## src/rtl/ram_arbiter_pkg.sv

```systemverilog
// rtl/ram_arbiter_pkg.sv - shared FSM encodings and owner IDs for the RAM arbiter
package ram_arbiter_pkg;

  localparam logic [1:0] ST_IDLE = 2'd0;
  localparam logic [1:0] ST_OWN0 = 2'd1;
  localparam logic [1:0] ST_OWN1 = 2'd2;

  localparam logic OWNER_M0 = 1'b0;
  localparam logic OWNER_M1 = 1'b1;

  function automatic logic [1:0] owner_state(input logic owner);
    return (owner == OWNER_M1) ? ST_OWN1 : ST_OWN0;
  endfunction

endpackage

```

## src/rtl/ram_arbiter_rr_pick.sv

```systemverilog
// rtl/ram_arbiter_rr_pick.sv - combinational 2-way round-robin grant with burst hold
module ram_arbiter_rr_pick
  import ram_arbiter_pkg::*;
#(
  parameter int MAX_BURST = 4,
  parameter int CW        = 2
) (
  input  logic [1:0]    req,
  input  logic [1:0]    state,
  input  logic [CW-1:0] burst_cnt,
  input  logic          rr_owner,
  output logic [1:0]    gnt
);

  logic burst_open;

  assign burst_open = (burst_cnt < CW'(MAX_BURST - 1));

  always_comb begin
    gnt = 2'b00;
    case (req)
      2'b01: gnt = 2'b01;
      2'b10: gnt = 2'b10;
      2'b11: begin
        case (state)
          ST_OWN0: gnt = burst_open ? 2'b01 : 2'b10;
          ST_OWN1: gnt = burst_open ? 2'b10 : 2'b01;
          default: gnt = (rr_owner == OWNER_M1) ? 2'b10 : 2'b01;
        endcase
      end
      default: gnt = 2'b00;
    endcase
  end

endmodule

```

## src/rtl/ram_arbiter.sv

```systemverilog
// rtl/ram_arbiter.sv - shares one single-port RAM between the CPU port (m0) and the loader port (m1)
module ram_arbiter
  import ram_arbiter_pkg::*;
#(
  parameter int AW        = 8,
  parameter int DW        = 8,
  parameter int MAX_BURST = 4
) (
  input  logic          clk,
  input  logic          rst,
  input  logic          m0_req,
  input  logic          m0_we,
  input  logic [AW-1:0] m0_addr,
  input  logic [DW-1:0] m0_wdat,
  output logic          m0_gnt,
  output logic          m0_rvalid,
  output logic [DW-1:0] m0_rdat,
  input  logic          m1_req,
  input  logic          m1_we,
  input  logic [AW-1:0] m1_addr,
  input  logic [DW-1:0] m1_wdat,
  output logic          m1_gnt,
  output logic          m1_rvalid,
  output logic [DW-1:0] m1_rdat,
  output logic [AW-1:0] ram_addr,
  output logic [DW-1:0] ram_wdat,
  input  logic [DW-1:0] ram_rdat,
  output logic          ram_rd_,
  output logic          ram_wr_
);

  localparam int CW = (MAX_BURST > 1) ? $clog2(MAX_BURST) : 1;
  localparam logic [CW-1:0] BURST_TOP = CW'(MAX_BURST - 1);

  logic [1:0]    state;
  logic [CW-1:0] burst_cnt;
  logic          rr_owner;
  logic [1:0]    gnt;
  logic          acc;
  logic          acc_owner;
  logic          acc_we;
  logic [AW-1:0] acc_addr;
  logic [DW-1:0] acc_wdat;
  logic          same_owner;
  logic          rd_pend;
  logic          rd_owner;

  ram_arbiter_rr_pick #(
    .MAX_BURST(MAX_BURST),
    .CW       (CW)
  ) u_pick (
    .req      ({m1_req, m0_req}),
    .state    (state),
    .burst_cnt(burst_cnt),
    .rr_owner (rr_owner),
    .gnt      (gnt)
  );

  assign m0_gnt     = gnt[0];
  assign m1_gnt     = gnt[1];
  assign acc        = |gnt;
  assign acc_owner  = gnt[1] ? OWNER_M1 : OWNER_M0;
  assign acc_we     = gnt[1] ? m1_we : m0_we;
  assign acc_addr   = gnt[1] ? m1_addr : m0_addr;
  assign acc_wdat   = gnt[1] ? m1_wdat : m0_wdat;
  assign same_owner = (state == ST_OWN0 && gnt[0]) || (state == ST_OWN1 && gnt[1]);

  // rr_owner is the requester favoured on a fresh contention from IDLE.
  always_ff @(posedge clk or posedge rst) begin
    if (rst) begin
      state     <= ST_IDLE;
      burst_cnt <= '0;
      rr_owner  <= OWNER_M0;
    end else if (acc) begin
      state    <= owner_state(acc_owner);
      rr_owner <= ~acc_owner;
      if (!same_owner)
        burst_cnt <= '0;
      else if (burst_cnt != BURST_TOP)
        burst_cnt <= burst_cnt + CW'(1);
    end else begin
      state     <= ST_IDLE;
      burst_cnt <= '0;
    end
  end

  always_ff @(posedge clk or posedge rst) begin
    if (rst) begin
      ram_addr <= '0;
      ram_wdat <= '0;
      ram_rd_  <= 1'b1;
      ram_wr_  <= 1'b1;
      rd_pend  <= 1'b0;
      rd_owner <= OWNER_M0;
    end else begin
      ram_rd_ <= ~(acc & ~acc_we);
      ram_wr_ <= ~(acc & acc_we);
      rd_pend <= acc & ~acc_we;
      if (acc) begin
        ram_addr <= acc_addr;
        ram_wdat <= acc_wdat;
        rd_owner <= acc_owner;
      end
    end
  end

  always_ff @(posedge clk or posedge rst) begin
    if (rst) begin
      m0_rvalid <= 1'b0;
      m1_rvalid <= 1'b0;
      m0_rdat   <= '0;
      m1_rdat   <= '0;
    end else begin
      m0_rvalid <= rd_pend & (rd_owner == OWNER_M0);
      m1_rvalid <= rd_pend & (rd_owner == OWNER_M1);
      if (rd_pend && rd_owner == OWNER_M0) m0_rdat <= ram_rdat;
      if (rd_pend && rd_owner == OWNER_M1) m1_rdat <= ram_rdat;
    end
  end

  strobe_excl: assert property (@(posedge clk) disable iff (rst) (ram_rd_ || ram_wr_));

endmodule
```

## config.mk

```make
export PLATFORM = sky130hd
export DESIGN_NAME = ram_arbiter
export DESIGN_NICKNAME = d
export VERILOG_FILES = /design/src/rtl/ram_arbiter_pkg.sv /design/src/rtl/ram_arbiter_rr_pick.sv /design/src/rtl/ram_arbiter.sv
export SDC_FILE = /design/constraint.sdc
export NUM_CORES = 1
export LEC_CHECK = 0
export ABC_CLOCK_PERIOD_IN_PS = 1950
export CAP_MARGIN = 20
export CORE_AREA = 4 4 82 84
export DETAILED_ROUTE_END_ITERATION = 8
export DIE_AREA = 0 0 86 88
export PLACE_DENSITY = 0.73
export SYNTH_ARGS = -nofsm -noshare
export SYNTH_HDL_FRONTEND = slang
export SYNTH_SLANG_ARGS = --single-unit
```

## constraint.sdc

```tcl
create_clock -name clk -period 1.95 [get_ports clk]
set_input_delay 0.39 -clock clk [delete_from_list [all_inputs] [get_ports clk]]
set_output_delay 0.39 -clock clk [all_outputs]
set_load 0.01 [all_outputs]
```

[Word level (Yosys, flattened, before mapping)]
Index checks and enable logic that the tools add are counted.
Cells by class
  bitwise gates (word level): 9
  equality and inequality tests: 7
  mux-type cells: 14
  order comparisons: 1
  add/sub/neg operators: 1
  reduce and logical (&&, ||, !) cells: 6
Operators by type and width (number)
  2-bit 2-to-1 mux: 8
  8-bit 2-to-1 mux: 2
  2-bit == test, second input constant: 3
  2-bit one-hot mux with 3 select lines: 1
  1-bit inverter: 5
  1-bit AND: 4
  2-bit by 1-bit == test with 1-bit output, second input constant: 2
  1-bit logical AND: 4
  2-bit one-hot mux with 2 select lines: 1
  3-bit by 2-bit inequality test with 1-bit output, second input constant: 1
  2-bit by 1-bit adder with 2-bit output, second input constant: 1
  2-bit less-than comparator, second input constant: 1
  1-bit 2-to-1 mux: 2
  2-bit inequality test, second input constant: 1
  2-bit OR reduction: 1
  1-bit logical OR: 1
Storage, ports and cells
  output and inout bits: 38
  bits in registers: 43

[Longest topological paths before layout]
Gate-level depths: netlist of run 1.
  word-level depth: 8
  mapped depth: 9
  mapped depth without buffers: 6

[Hierarchy]
From an unflattened synthesis of run 1, not the netlist that was laid out.
Second synthesis, totals
  cell total of the unflattened synthesis: 155
  area, all modules: 1899.3 um^2
Modules (own cells, without submodules)
  ram_arbiter: instances 1, area an instance 1794.2 um^2, cells each 141
  ram_arbiter_rr_pick: instances 1, area an instance 105.1 um^2, cells each 14

[Worst setup path before layout of run 1]
OpenSTA, ideal clock, no wires.
  kind: register to register
  start point: register state[0]
  end point: register ram_addr[7]
  cell stages (with the launch flop): 8
  path slack: 12 ps
  arrival time: 1812 ps
  data required time: 1824 ps
  library setup time: 126 ps
  path buffers: 1
  clock period less this slack: 1938 ps
  cell sequence: dfrtp_1 -> inv_1 -> ha_1 -> clkbuf_1 -> nand2b_1 -> o221a_4 -> and2_0 -> a221o_1
On the way
  longest elaborated chain between the ends: 4
  elaborated cells on any way between the ends: 6
  those cells by class: eq/ne: 2; mux: 3; reduce/logical: 1
RTL lines
  from (decl): line ram_arbiter.sv:35  | logic [1:0] state;
  from (signal assigned): line ram_arbiter.sv:75  | state <= owner_state(acc_owner);
  2-bit == test or 2-bit by 1-bit == test with 1-bit output (tied branches): line ram_arbiter_rr_pick.sv:25  | case (state)
  2-bit one-hot mux with 2 select lines (*): line ram_arbiter_rr_pick.sv:25
  2-bit one-hot mux with 3 select lines (*): line ram_arbiter_rr_pick.sv:21  | case (req)
  net m1_gnt: line ram_arbiter.sv:22  | output logic m1_gnt,
  8-bit 2-to-1 mux or 2-bit OR reduction (tied branches): line ram_arbiter.sv:64, ram_arbiter.sv:61
  to (signal assigned): line ram_arbiter.sv:100  | ram_addr <= acc_addr;
  to (decl): line ram_arbiter.sv:25  | output logic [AW-1:0] ram_addr,
Mark *: on every way through the listed nets, which the timed path passes. The rest lies on a longest branch.
A chain may end at the register's enable or synchronous reset.

[Worst setup path in the final report of run 1]
  start point: register state[0]
  end point: output m1_gnt
On the way
  longest elaborated chain between the ends: 3
  elaborated cells on any way between the ends: 4
  those cells by class: eq/ne: 2; mux: 2
RTL lines (line)
  2-bit == test or 2-bit by 1-bit == test with 1-bit output (tied branches): ram_arbiter_rr_pick.sv:25
  2-bit one-hot mux with 2 select lines (*): ram_arbiter_rr_pick.sv:25
  2-bit one-hot mux with 3 select lines (*): ram_arbiter_rr_pick.sv:21
  to (decl): ram_arbiter.sv:22
Mark *: on every way between the ends. The rest lies on a longest branch, timed or not.

==> results of run 1 <==
repair_timing:
item	in CTS	in global routing
setup endpoints to repair	5	7
setup buffers	1	4
cloned	0	2
pin swaps	4	14
resized for setup	23	18
power groups by stage:
stage | Combinational [uW] | Sequential, uW | Clock [uW]
2_1_floorplan | 733 | 1510 | 0
3_3_place_gp | 1790 | 1380 | 0
3_5_place_dp | 1820 | 1400 | 0
4_1_cts | 1880 | 1390 | 618
5_1_grt | 2090 | 1430 | 652
6_report | 1950 | 1390 | 599
sequential cells by signal (all words and copies together) (netlist names):
signal     cells
ram_addr       8
rd_owner       1
ram_wdat       8
state          2
m0_rvalid      1
m1_rdat        8
rd_pend        1
rr_owner       1
burst_cnt      2
ram_rd_        1
ram_wr_        1
m0_rdat        8
m1_rvalid      1
cell families after synthesis:
group           synth area share, %
simple gates                   6.70
compound gates                 28.8
flops                          46.6
buf+inv                        6.32
fa+ha+maj                      2.70
mux                            8.86
area by class of cell:
cell class	instances	share of cell area [%]
clock inverter	3	0.655
multi-input combinational	139	33.6
timing repair buffer	113	30.4
clock buffer	5	1.90
tap	75	2.59
sequential	43	29.8
inverter	10	1.03
cell usage in the layout, fill, tap and decap left out, types with 5 or more instances in the layout:
| cell type | n |
|---|---|
| clkdlybuf4s50_1 | 81 |
| dfrtp_1 | 40 |
| a22oi_1 | 26 |
| buf_4 | 21 |
| mux2_2 | 16 |
| a21oi_1 | 14 |
| a22o_1 | 14 |
| a31oi_1 | 14 |
| buf_6 | 8 |
| inv_1 | 6 |
| clkbuf_8 | 5 |
cells in the mapped netlist (all sizes together), types with 2 or more instances:
library cell,instances
dfrtp,41
a32oi,2
clkbuf,4
buf,13
dfstp,2
inv,10
and2,4
a22oi,29
o21ai,3
and3,2
nor3b,2
a221o,2
nor2b,2
nand2,4
nand3,2
ha,5
a21o,2
a31oi,14
a22o,14
a21oi,17
o221a,2
nand2b,4
mux2,17
nor2,3
per-stage QoR:
stage               worst slack (ps)  hold WS [ps]  total power (uW)  cells
global placement                -290           488              3160    375
detailed placement              -332           495              3220    375
finish                          -101           389              3930    388
global route                    -155           424              4170    388
floorplan                       12.2           463              2240    207
CTS                            -79.8           395              3880    384
path summary, 6_finish.rpt:
kind / startpoint / endpoint / slack, ps / cells past startpoint
worst max-delay path: state[0] / m1_gnt / -100 / 5
worst min-delay path: rst / ram_wdat[6] / 390 / 2
worst max register to register: state[0] / ram_wdat[7] / 40 / 7
worst min register to register: m1_rdat[0] / m1_rdat[0] / 510 / 1
max in group asynchronous: rst / ram_wr_ / 1020 / 3
min in group clk: m1_rdat[0] / m1_rdat[0] / 510 / 1
routing by layer:
| layer | GRT usage [%] | up-vias | wire length (um) |
|---|---|---|---|
| li1 | - | 1004 | - |
| met1 | 21.3 | 1010 | 2770 |
| met2 | 31.5 | 92 | 3380 |
| met3 | 4.05 | 6 | 495 |
| met4 | 5.90 | 0 | 66 |
| met5 | 0 | - | 0 |
critical path, cell delays in order (launching register included):
cell     delay, ps
dfrtp_1        420
buf_6          130
ha_4           150
mux2_4         270
o221a_4        270
buf_6          120
==> flow_metrics.env, run 1 <==
export IMPL_status="complete, but fails checks"
export IMPL_violations="setup timing"
export IMPL_synth_area_sq_mm=0.00231
export IMPL_cp_required_ps=1560
export IMPL_pwr_share_comb_pct=49.5
export IMPL_initial_utilization_pct=39.1
export IMPL_final_area_sq_mm=0.00363
export IMPL_worstSetupPathType="flop to output pin"
export IMPL_regArea_sq_mm=0.00108
export IMPL_tritoncts="yes"
export IMPL_io_pins=84
export IMPL_setup_tns_ps=-164
export IMPL_ys_seq_elements=43
export IMPL_dr_pass1_iters=4
export IMPL_yosysTopAreaCell="dfrtp_1"
export IMPL_n_antenna_cell=0
export IMPL_synth_cell_type_count=40
export IMPL_cp_end_kind="output pin"
export IMPL_crit_arrival_ps=1660
export IMPL_overflow=0
export IMPL_power_switching_uw=1330
export IMPL_yosys_warnings=0
export IMPL_cp_start_kind="flop"
export IMPL_grt_pass1_wl_mm=10.8
export IMPL_yosysSeqAreaShare_pct=46.6
export IMPL_root_buffer="clkbuf_8"
export IMPL_antenna_left=0
export IMPL_clk_latency_ps=300
export IMPL_h_tree_depth=2
export IMPL_rsz0062_at_grt="yes"
export IMPL_hold_violations=0
export IMPL_finalNetCount=363
export IMPL_dp_hpwl_mm=4.68
export IMPL_slew_headroom_pct=71.6
export IMPL_gp_congestion=0.860
export IMPL_max_freq_ghz=0.488
export IMPL_grt_max_degree=29
export IMPL_avgViaCountPerCell=5.44
export IMPL_seq_power_share_pct=35.3
export IMPL_drc=0
export IMPL_p_leak_uw=0.00149
export IMPL_synthFlopType="dfrtp_1"
export IMPL_drive_gt1_share_pct=28.8
export IMPL_n_fill_cell=491
export IMPL_clockPowerShare_pct=15.2
export IMPL_fin_ws_ps=-101
export IMPL_place_area_sq_mm=0.00336
export IMPL_p_int_uw=2600
export IMPL_rows=28
export IMPL_synth_async_sr_flop_share_pct=100
export IMPL_post_route_period_util_pct=105
export IMPL_drt_iter0_drc=69
export IMPL_grtUsageTotal_pct=17.8
export IMPL_period_minus_slack_ps=2050
export IMPL_power_density_mw_per_mm2=1080
export IMPL_vias=2112
export IMPL_io_buffer_count=83
export IMPL_synth_area_leaders="dfrtp_1 44%, a22oi_1 9.4%, mux2_2 7.8%"
export IMPL_numCtsBuffers=5
export IMPL_synth_edf_count=0
export IMPL_area_growth_pct=56.7
export IMPL_clk_path_buf_depth=2
export IMPL_syn_instance_count=207
export IMPL_synth_nets=258
export IMPL_antenna_found_initial=0
export IMPL_grt_pass1_vias=2275
export IMPL_worst_pin_slew_ps=423
export IMPL_drv_slew=0
export IMPL_cap_violations=0
export IMPL_path_max_fanout=3
export IMPL_wl_per_cell_um=17.3
export IMPL_utilization_pct=61.3
export IMPL_die_width_um=86
export IMPL_syn_area_per_cell_sq_um=11.2
export IMPL_die_h_um=88
export IMPL_switching_share_pct=33.9
export IMPL_multiInputGateArea_sq_mm=0.00122
export IMPL_clkSinkCount=43
export IMPL_die_area_sq_mm=0.00757
export IMPL_hp_class="input pin to async pin"
export IMPL_finalSetupViolations=2
export IMPL_ir_drop_mv=0.669
export IMPL_synth_top_cell_area_share_pct=44.3
export IMPL_core_sq_mm=0.00592
export IMPL_cts_hold_buffers=0
export IMPL_wirelength_mm=6.72
export IMPL_clock_skew_ps=5.88
export IMPL_path_clk_slew_ps=90
Power figures use the tool's default switching activity.
==> run 2, diff against run 1 <==
--- a/config.mk
+++ b/config.mk
@@ -10,6 +10,7 @@
 export CORE_AREA = 4 4 82 84
 export DETAILED_ROUTE_END_ITERATION = 8
 export DIE_AREA = 0 0 86 88
+export GPL_TIMING_DRIVEN = 1
 export PLACE_DENSITY = 0.73
 export SYNTH_ARGS = -nofsm -noshare
 export SYNTH_HDL_FRONTEND = slang
==> results of run 2 <==
Same layout as run 1: the final DEF is identical, and so are final timing and power.
==> run 3, diff against run 2 <==
--- a/config.mk
+++ b/config.mk
@@ -12,6 +12,7 @@
 export DIE_AREA = 0 0 86 88
 export GPL_TIMING_DRIVEN = 1
 export PLACE_DENSITY = 0.73
+export SKIP_CTS_REPAIR_TIMING = 1
 export SYNTH_ARGS = -nofsm -noshare
 export SYNTH_HDL_FRONTEND = slang
 export SYNTH_SLANG_ARGS = --single-unit
==> run 3 against run 2 <==
Effect of this change:
- sequential share of layout area rose by 0.068 points
- final cell count fell by 0.26%
- global-route usage fell by 0.46 points
- the flow still finishes with violations (setup timing)
- critical endpoint unchanged
- non-clock buffer count did not move
- cell area fell by 0.34%
- largest power group unchanged
- combinational power barely moved
- clock power barely moved
- critical path depth did not move
- first-iteration DRC count fell by 12%
- worst hold slack improved by 1.2 ps
- via count fell by 0.80%
==> flow_metrics.env, run 3 (synthesis gave the netlist of run 1 again) <==
export IMPL_wl_per_cell_um=16.8
export IMPL_p_int_uw=2590
export IMPL_cp_start_kind="flop"
export IMPL_core_sq_mm=0.00592
export IMPL_power_density_mw_per_mm2=1080
export IMPL_routed_top_layer="met4"
export IMPL_seq_power_share_pct=35.5
export IMPL_die_width_um=86
export IMPL_fin_ws_ps=-120
export IMPL_finalSetupViolations=2
export IMPL_wirelength_mm=6.52
export IMPL_violations="setup timing"
export IMPL_ir_drop_mv=0.670
export IMPL_io_pins=84
export IMPL_switching_share_pct=33.8
export IMPL_critPathMaxStageDelay_ps=410
export IMPL_hold_violations=0
export IMPL_met1_length_mm=2.76
export IMPL_initial_utilization_pct=39.1
export IMPL_p_leak_uw=0.00148
export IMPL_grtUsageTotal_pct=17.3
export IMPL_utilization_pct=61.1
export IMPL_clockPowerShare_pct=15.4
export IMPL_dr_pass1_iters=4
export IMPL_root_buffer="clkbuf_8"
export IMPL_wl_met2_mm=3.24
export IMPL_fin_cells=387
export IMPL_drv_slew=0
export IMPL_drt_iter0_drc=61
export IMPL_setup_tns_ps=-196
export IMPL_period_minus_slack_ps=2070
export IMPL_hp_class="input pin to async pin"
export IMPL_regArea_sq_mm=0.00108
export IMPL_power_switching_uw=1320
export IMPL_n_antenna_cell=0
export IMPL_route_met3_wl_um=469
export IMPL_final_cell_mix="81 x clkdlybuf4s50_1, 41 x dfrtp_1, 29 x a22oi_1"
export IMPL_vias=2095
export IMPL_cp_common_cell="buf_6"
export IMPL_worst_hold_slack_ps=390
export IMPL_crit_arrival_ps=1680
export IMPL_antenna_left=0
export IMPL_path_buf_inv=2
export IMPL_gp_congestion=0.860
export IMPL_finalNetCount=362
export IMPL_post_route_period_util_pct=106
export IMPL_critical_path_top_delay_family="flip-flops"
export IMPL_status="complete, but fails checks"
export IMPL_avgViaCountPerCell=5.41
export IMPL_clk_latency_ps=300
export IMPL_dp_hpwl_mm=4.68
export IMPL_clock_skew_ps=7.06
export IMPL_clkSinkCount=43
export IMPL_cap_violations=0
export IMPL_h_tree_depth=2
export IMPL_antenna_found_initial=0
export IMPL_n_fill_cell=497
export IMPL_rsz0062_at_grt="yes"
export IMPL_overflow=0
export IMPL_numCtsBuffers=5
export IMPL_die_h_um=88
export IMPL_dp_cells=375
export IMPL_drc=0
export IMPL_max_freq_ghz=0.483
export IMPL_final_common_cell="clkdlybuf4s50_1"
export IMPL_pwr_share_comb_pct=49.1
export IMPL_io_buffer_count=83
export IMPL_path_max_fanout=2
export IMPL_grt_pass1_wl_mm=10.5
export IMPL_cp_slowest_cell="dfrtp_1"
export IMPL_cp_required_ps=1560
export IMPL_area_growth_pct=56.2
export IMPL_grt_max_degree=29
export IMPL_die_area_sq_mm=0.00757
export IMPL_cp_end_kind="output pin"
export IMPL_path_clk_slew_ps=90
export IMPL_slew_headroom_pct=73.0
export IMPL_rows=28
export IMPL_clk_path_buf_depth=2
export IMPL_worstSetupPathType="flop to output pin"
export IMPL_grt_pass1_vias=2236
export IMPL_worst_pin_slew_ps=405
export IMPL_dp_slack_ps=-332
export IMPL_drive_gt1_share_pct=28.5
export IMPL_tritoncts="yes"
export IMPL_multiInputGateArea_sq_mm=0.00121
export IMPL_worstPathCellList="buf_6 > ha_4 > mux2_4 > o221a_4 > buf_6"
[run 3: cell types whose count changed in the layout (fill, tap and decap cells not counted), sizes merged]
cell | previous run | this run
and3 | 3 | 2
[run 3: power by group through the flow]
stage               sequential [uW]  combinational, uW  clock [uW]
floorplan                      1510                733           0
global placement               1380               1790           0
detailed placement             1400               1820           0
CTS                            1380               1820         618
global route                   1430               2070         652
finish                         1390               1920         601
[run 3: per-layer routing]
| metal | GRT usage, % | up-vias |
|---|---|---|
| met1 | 21.1 | 1007 |
| met2 | 30.6 | 83 |
| met5 | 0 | - |
| met4 | 5.04 | 0 |
| met3 | 4.05 | 7 |
| li1 | - | 998 |
[run 3: layout make-up]
type	instances	share of cell area [%]
repair buffers	113	30.5
well taps	75	2.60
clock buffers	5	1.90
clock inverters	3	0.658
inverters	10	1.04
flip-flops and latches	43	29.8
multi-input cells	138	33.4
[run 3: path summary, 6_finish.rpt]
path	start	endpoint	slack [ps]	cells past startpoint
min	rst	ram_wdat[6]	390	2
max reg2reg	state[0]	ram_wdat[7]	20	7
min in group clk	m1_rdat[0]	m1_rdat[0]	510	1
max in group asynchronous	rst	ram_wr_	1020	3
min reg2reg	m1_rdat[0]	m1_rdat[0]	510	1
max	state[0]	m1_gnt	-120	5
[run 3: metrics by stage]
step                power, uW  instance area [sq um]
finish                   3910                   3610
global route             4140                   3610
CTS                      3820                   3450
detailed placement       3220                   3360
global placement         3160                   3360
floorplan                2240                   2310
